--- src/rtl/dmem_pkg.sv ---
// Shared encodings for the data-memory read-modify-write controller.
package dmem_pkg;

    localparam logic [1:0] SZ_B = 2'b00;
    localparam logic [1:0] SZ_H = 2'b01;
    localparam logic [1:0] SZ_W = 2'b10;

    typedef enum logic [2:0] {
        IDLE,
        LD,
        ST,
        RMW,
        ERR
    } state_t;

    // Size code 2'b11 is illegal and always reported as misaligned.
    function automatic logic misaligned(input logic [1:0] size, input logic [1:0] lane);
        case (size)
            SZ_B:    return 1'b0;
            SZ_H:    return lane[0];
            SZ_W:    return (lane != 2'b00);
            default: return 1'b1;
        endcase
    endfunction

endpackage

--- src/rtl/dmem_lane_align.sv ---
// Byte/half lane extraction for loads and lane merge for sub-word stores.
module dmem_lane_align
    import dmem_pkg::*;
(
    input  logic [31:0] q,
    input  logic [31:0] wdata,
    input  logic [1:0]  lane,
    input  logic [1:0]  size,
    input  logic        is_unsigned,
    output logic [31:0] rdata,
    output logic [31:0] merged
);

    logic [7:0]  ld_byte;
    logic [15:0] ld_half;
    logic        sx_byte;
    logic        sx_half;

    always_comb begin
        ld_byte = q[{lane, 3'b000} +: 8];
        ld_half = lane[1] ? q[31:16] : q[15:0];
        sx_byte = ld_byte[7] & ~is_unsigned;
        sx_half = ld_half[15] & ~is_unsigned;

        case (size)
            SZ_B:    rdata = {{24{sx_byte}}, ld_byte};
            SZ_H:    rdata = {{16{sx_half}}, ld_half};
            default: rdata = q;
        endcase

        merged = q;
        case (size)
            SZ_B: merged[{lane, 3'b000} +: 8] = wdata[7:0];
            SZ_H: begin
                if (lane[1])
                    merged[31:16] = wdata[15:0];
                else
                    merged[15:0] = wdata[15:0];
            end
            default: merged = wdata;
        endcase
    end

endmodule

--- src/rtl/dmem_rmw_ctrl.sv ---
// Load/store front end for a single-port synchronous RAM without byte enables;
// sub-word stores are done as a read followed by a merged write.
module dmem_rmw_ctrl
    import dmem_pkg::*;
#(
    parameter int AW = 14
) (
    input  logic          CLK,
    input  logic          RST_N,
    input  logic          REQ_VALID,
    output logic          REQ_READY,
    input  logic          REQ_WE,
    input  logic [1:0]    REQ_SIZE,
    input  logic          REQ_UNSIGNED,
    input  logic [AW+1:0] REQ_ADDR,
    input  logic [31:0]   REQ_WDATA,
    output logic          RSP_VALID,
    output logic [31:0]   RSP_RDATA,
    output logic          RSP_ERR,
    output logic [AW-1:0] RAM_ADR,
    output logic [31:0]   RAM_D,
    output logic          RAM_WE,
    input  logic [31:0]   RAM_Q
);

    state_t        state;
    state_t        state_nxt;
    logic [1:0]    r_size;
    logic          r_uns;
    logic [AW+1:0] r_addr;
    logic [31:0]   r_wdata;
    logic          xfer;
    logic          req_mis;
    logic [31:0]   ext_data;
    logic [31:0]   mrg_data;

    assign REQ_READY = (state == IDLE) & RST_N;
    assign xfer      = REQ_VALID & REQ_READY;
    assign req_mis   = misaligned(REQ_SIZE, REQ_ADDR[1:0]);

    dmem_lane_align u_align (
        .q           (RAM_Q),
        .wdata       (r_wdata),
        .lane        (r_addr[1:0]),
        .size        (r_size),
        .is_unsigned (r_uns),
        .rdata       (ext_data),
        .merged      (mrg_data)
    );

    always_ff @(posedge CLK or negedge RST_N) begin
        if (!RST_N) begin
            r_size  <= SZ_B;
            r_uns   <= 1'b0;
            r_addr  <= '0;
            r_wdata <= '0;
        end else if (xfer) begin
            r_size  <= REQ_SIZE;
            r_uns   <= REQ_UNSIGNED;
            r_addr  <= REQ_ADDR;
            r_wdata <= REQ_WDATA;
        end
    end

    always_ff @(posedge CLK or negedge RST_N) begin
        if (!RST_N)
            state <= IDLE;
        else
            state <= state_nxt;
    end

    // RAM port is driven straight from the request in the transfer cycle so
    // the read (or SW write) happens without an extra cycle of latency.
    always_comb begin
        state_nxt = state;
        RAM_ADR   = r_addr[AW+1:2];
        RAM_D     = mrg_data;
        RAM_WE    = 1'b0;
        RSP_VALID = 1'b0;
        RSP_ERR   = 1'b0;
        RSP_RDATA = '0;
        case (state)
            IDLE: begin
                if (xfer) begin
                    RAM_ADR = REQ_ADDR[AW+1:2];
                    RAM_D   = REQ_WDATA;
                    if (req_mis) begin
                        state_nxt = ERR;
                    end else if (!REQ_WE) begin
                        state_nxt = LD;
                    end else if (REQ_SIZE == SZ_W) begin
                        RAM_WE    = 1'b1;
                        state_nxt = ST;
                    end else begin
                        state_nxt = RMW;
                    end
                end
            end
            LD: begin
                RSP_VALID = 1'b1;
                RSP_RDATA = ext_data;
                state_nxt = IDLE;
            end
            ST: begin
                RSP_VALID = 1'b1;
                state_nxt = IDLE;
            end
            RMW: begin
                RAM_WE    = 1'b1;
                state_nxt = ST;
            end
            ERR: begin
                RSP_VALID = 1'b1;
                RSP_ERR   = 1'b1;
                state_nxt = IDLE;
            end
            default: state_nxt = IDLE;
        endcase
    end

endmodule
--- config.mk ---
export PLATFORM = sky130hd
export DESIGN_NAME = dmem_rmw_ctrl
export DESIGN_NICKNAME = d
export VERILOG_FILES = /design/src/rtl/dmem_pkg.sv /design/src/rtl/dmem_lane_align.sv /design/src/rtl/dmem_rmw_ctrl.sv
export SDC_FILE = /design/constraint.sdc
export NUM_CORES = 1
export LEC_CHECK = 0
export BUFFER_PORTS_ARGS = -buffer_cell sky130_fd_sc_hd__buf_2
export CAP_MARGIN = 20
export CORE_MARGIN = 2
export CORE_UTILIZATION = 25
export CTS_BUF_LIST = sky130_fd_sc_hd__clkbuf_4 sky130_fd_sc_hd__clkbuf_8
export DETAILED_ROUTE_END_ITERATION = 10
export HOLD_SLACK_MARGIN = 0.15
export SLEW_MARGIN = 10
export SYNTH_ARGS = -nofsm -noshare
export SYNTH_HDL_FRONTEND = slang
export SYNTH_SLANG_ARGS = --single-unit
--- constraint.sdc ---
create_clock -name CLK -period 3.3 [get_ports CLK]
set_input_delay 0.66 -clock CLK [delete_from_list [all_inputs] [get_ports CLK]]
set_output_delay 0.66 -clock CLK [all_outputs]
set_load 0.005 [all_outputs]
==> impl_metrics.yaml <==
status:
  status: "finished clean"
worst_setup_path:
  worstSetupStartpointType: "flop"
  crit_required_ns: 2.64
  cp.arrival_ns: 2.48
  worstSetupPathType: "flop to primary output"
  path_cells: "inv_2, ha_1, nor2b_1, a31o_2, a221oi_1, a21oi_1, buf_2"
  worst_path_max_delay_cell: "dfrtp_2"
  worstPathMaxFanout: 14
  cpPeakStageDelay_ns: 0.44
  end_kind: "primary output"
sta:
  min_period_ns: 3.137
  finClkSkew_ns: 0.01038
  fin_setup_tns_ns: 0
  hold_viol: 0
  fin_crit_sh_pct: 95.06
  fmax_mhz: 318.8
  rsz0062_at_grt: "no"
  relSlewSlack_pct: 45.09
  hold_ws_ns: 0.4794
  worst_pin_slew_ns: 0.8237
  finalSetupViolations: 0
  report.final.slew_viol_count: 0
routing:
  vias: 5021
  wl_per_cell_um: 17.92
  antenna_left: 0
  drtIter0Drc: 315
  drcViolationCount: 0
  routed_via_density: 5.056
  dr.pass1.iters: 5
  wirelength_um: 17790
finish:
  ff_latch_area_mm2: 0.001355
  nets: 853
  fin_util_pct: 31.87
  num-fill-cells: 2004
  layout-drive-gt1-share_pct: 31.10
  multiInputGateArea_mm2: 0.002925
  area_growth_pct: 25.34
yosys:
  syn_nets: 708
  syn_inst: 616
  ys_ff_latch: 54
  syn_area_mm2: 0.004567
  synth_adder_area_share_pct: 1.370
  synth-xor-area-share_pct: 0.1918
  synth-simple-area-share_pct: 32.08
  synth.area.mux_share_pct: 8.055
  ys_types: 44
  syn_area_per_cell_um2: 7.414
  synth_compound_area_share_pct: 22.08
  yosysSeqAreaShare_pct: 29.59
  ys_warn_count: 0
  synth_top_family_by_area: "simple AND/OR/NAND/NOR gates"
clock_network:
  clock_latency_ns: 0.34
  cts.htree.levels: 2
  cts.sinks: 54
  cts_buffers: 5
  tritoncts: "built"
  clockRootBuffer: "clkbuf_8"
  path_clk_slew_ns: 0.10
  cts_buffer_depth: 2
floorplanning:
  dieHeight_um: 139.2
  chipWidth_um: 139.2
  io_pins: 169
  design.core.area_mm2: 0.01796
  die_area_mm2: 0.01936
  core.rowCount: 49
  start_util_pct: 25.42
global_routing:
  grt_pass1_wl_um: 27310
  grt_max_degree: 62
  grt-ovfl-total: 0
  antenna_found_initial: 2
  grt_usage_pct: 18.17
  grt_pass1_vias: 4688
power:
  p_leak_uw: 0.002899
  powerDensity_mw_per_mm2: 478.9
  peakVddDrop_mv: 0.2512
run:
  maxCapViolCount: 0
placement:
  gp_congestion: 0.8867
  dp_hpwl_um: 13500
  port_buffers: 168
hold_path:
  hold_class: "flop to flop"
-- cells in the final DEF (no fill, tap or decap), types with 2 or more instances in the layout --
cell / netlist / routed
mux2i_1: 21 / 21
diode_2: 0 / 2
nor2_1: 61 / 61
ha_1: 5 / 4
o21ai_0: 25 / 25
a2111oi_1: 2 / 2
a21oi_1: 24 / 24
o21ai_1: 2 / 2
dfrtp_2: 0 / 3
buf_4: 5 / 21
dfrtp_1: 54 / 51
clkbuf_8: 0 / 5
buf_2: 17 / 168
and3_1: 9 / 9
a22oi_1: 8 / 8
nor3_1: 16 / 16
nand2_1: 177 / 177
a31o_2: 16 / 16
mux4_2: 7 / 7
a2111oi_2: 4 / 4
a221oi_1: 32 / 31
o22ai_1: 8 / 8
a22o_1: 8 / 8
inv_1: 10 / 10
nand2b_1: 4 / 4
nor2b_1: 54 / 53
-- area by class of cell --
cell class / instances / area share, %
timing repair buffer: 189 / 17.44
multi-input combinational: 500 / 51.10
antenna: 2 / 0.08743
inverter: 11 / 0.7213
sequential: 54 / 23.67
tap: 229 / 5.005
clock buffer: 5 / 1.202
clock inverter: 3 / 0.7650
-- through the flow --
step	setup WS [ns]	area, um2	std cells	power, uW
floorplan	0.6311	4567	616	1754
global placement	0.4937	5593	983	2258
detailed placement	0.4806	5593	983	2267
CTS	0.08816	5705	991	2762
global route	0.02325	5719	991	2963
finish	0.1629	5724	993	2741
-- logic make-up (layout without fill, tap and decap cells) --
kind of cell    Yosys count  count (layout)
mux                      28              28
other cells               0               2
compound gates          137             137
xor+xnor                  1               1
fa+ha+maj                 5               5
buf+inv                  62             208
flops                    54              54
simple gates            329             329
-- registers in the layout (all words and copies together) (netlist names) --
| signal | cells |
|---|---|
| r_addr | 16 |
| r_uns | 1 |
| state | 3 |
| r_wdata | 32 |
| r_size | 2 |
-- layer usage --
metal | vias up | track usage, % | part of all wire [%]
met1 | 2334 | 24.05 | 43
met5 | - | 0 | 0
met2 | 232 | 29.25 | 46
li1 | 2429 | - | -
met4 | 0 | 4.785 | 2.2
met3 | 26 | 5.110 | 9.3
-- final timing paths --
kind	startpoint	end	slack [ns]	depth (start not counted)
setup reg to reg	state[1]$_DFFE_PN0P_	state[1]$_DFFE_PN0P_	1.46	5
setup / recovery	r_addr[1]$_DFFE_PN0P_	RAM_D[31]	0.16	7
hold reg to reg	r_addr[13]$_DFFE_PN0P_	r_addr[13]$_DFFE_PN0P_	0.48	2
min in group asynchronous	RST_N	r_wdata[0]$_DFFE_PN0P_	0.50	2
max in group asynchronous	RST_N	r_size[1]$_DFFE_PN0P_	2.28	2
hold / removal	r_addr[13]$_DFFE_PN0P_	r_addr[13]$_DFFE_PN0P_	0.48	2
-- worst max-delay path, delay by kind of cell, from the launching register on --
family / cells / cell delay (ns)
DFF: 1 / 0.44
and+or+nand+nor: 1 / 0.15
buffers and inverters: 2 / 0.39
adders and majority gates: 1 / 0.38
AOI/OAI and AO/OA: 3 / 0.79
-- power breakdown --
group          total, uW  switching (uW)  internal (uW)
Combinational       1360             778            582
Sequential           898             120            778
Clock                483             254            228
-- cells in the mapped netlist --
library cell	instances	area [um2]
a211oi_2	1	12.51
buf_2	17	85.08
a2111oi_0	1	8.760
nand3b_1	1	7.510
a21oi_2	1	8.760
xnor2_1	1	8.760
nor2_1	61	229.0
inv_2	1	3.750
a22o_1	8	70.07
and2_0	1	6.260
ha_1	5	62.56
buf_6	4	45.04
o21ai_0	25	125.1
and2_1	1	6.260
a2111oi_1	2	20.02
a221o_1	1	10.01
a221oi_1	32	280.3
nand2b_1	4	25.02
a31oi_1	1	6.260
a32o_1	1	10.01
or2_2	1	6.260
a32oi_1	1	8.760
o21a_1	1	7.510
nor4b_4	1	23.77
inv_1	10	37.54
nor2b_1	54	337.8
clkbuf_1	23	86.33
nor3_1	16	80.08
nor3b_1	1	7.510
nor4b_1	1	8.760
mux2i_1	21	210.2
buf_1	2	7.510
buf_4	5	37.54
a31o_2	16	140.1
dfrtp_1	54	1351
o21ai_1	2	10.01
and3_1	9	56.30
a2111oi_2	4	60.06
o22ai_1	8	50.05
a21oi_1	24	120.1
nand2_1	177	664.4
nand2_2	1	6.260
a22oi_1	8	60.06
mux4_2	7	157.7
-- what timing repair did --
action | in CTS | in global routing
setup buffers | 0 | 0
setup endpoints to repair | 0 | 11
resized for setup | 0 | 5
hold buffers | 0 | 0
(Power assumes the default switching activity.)
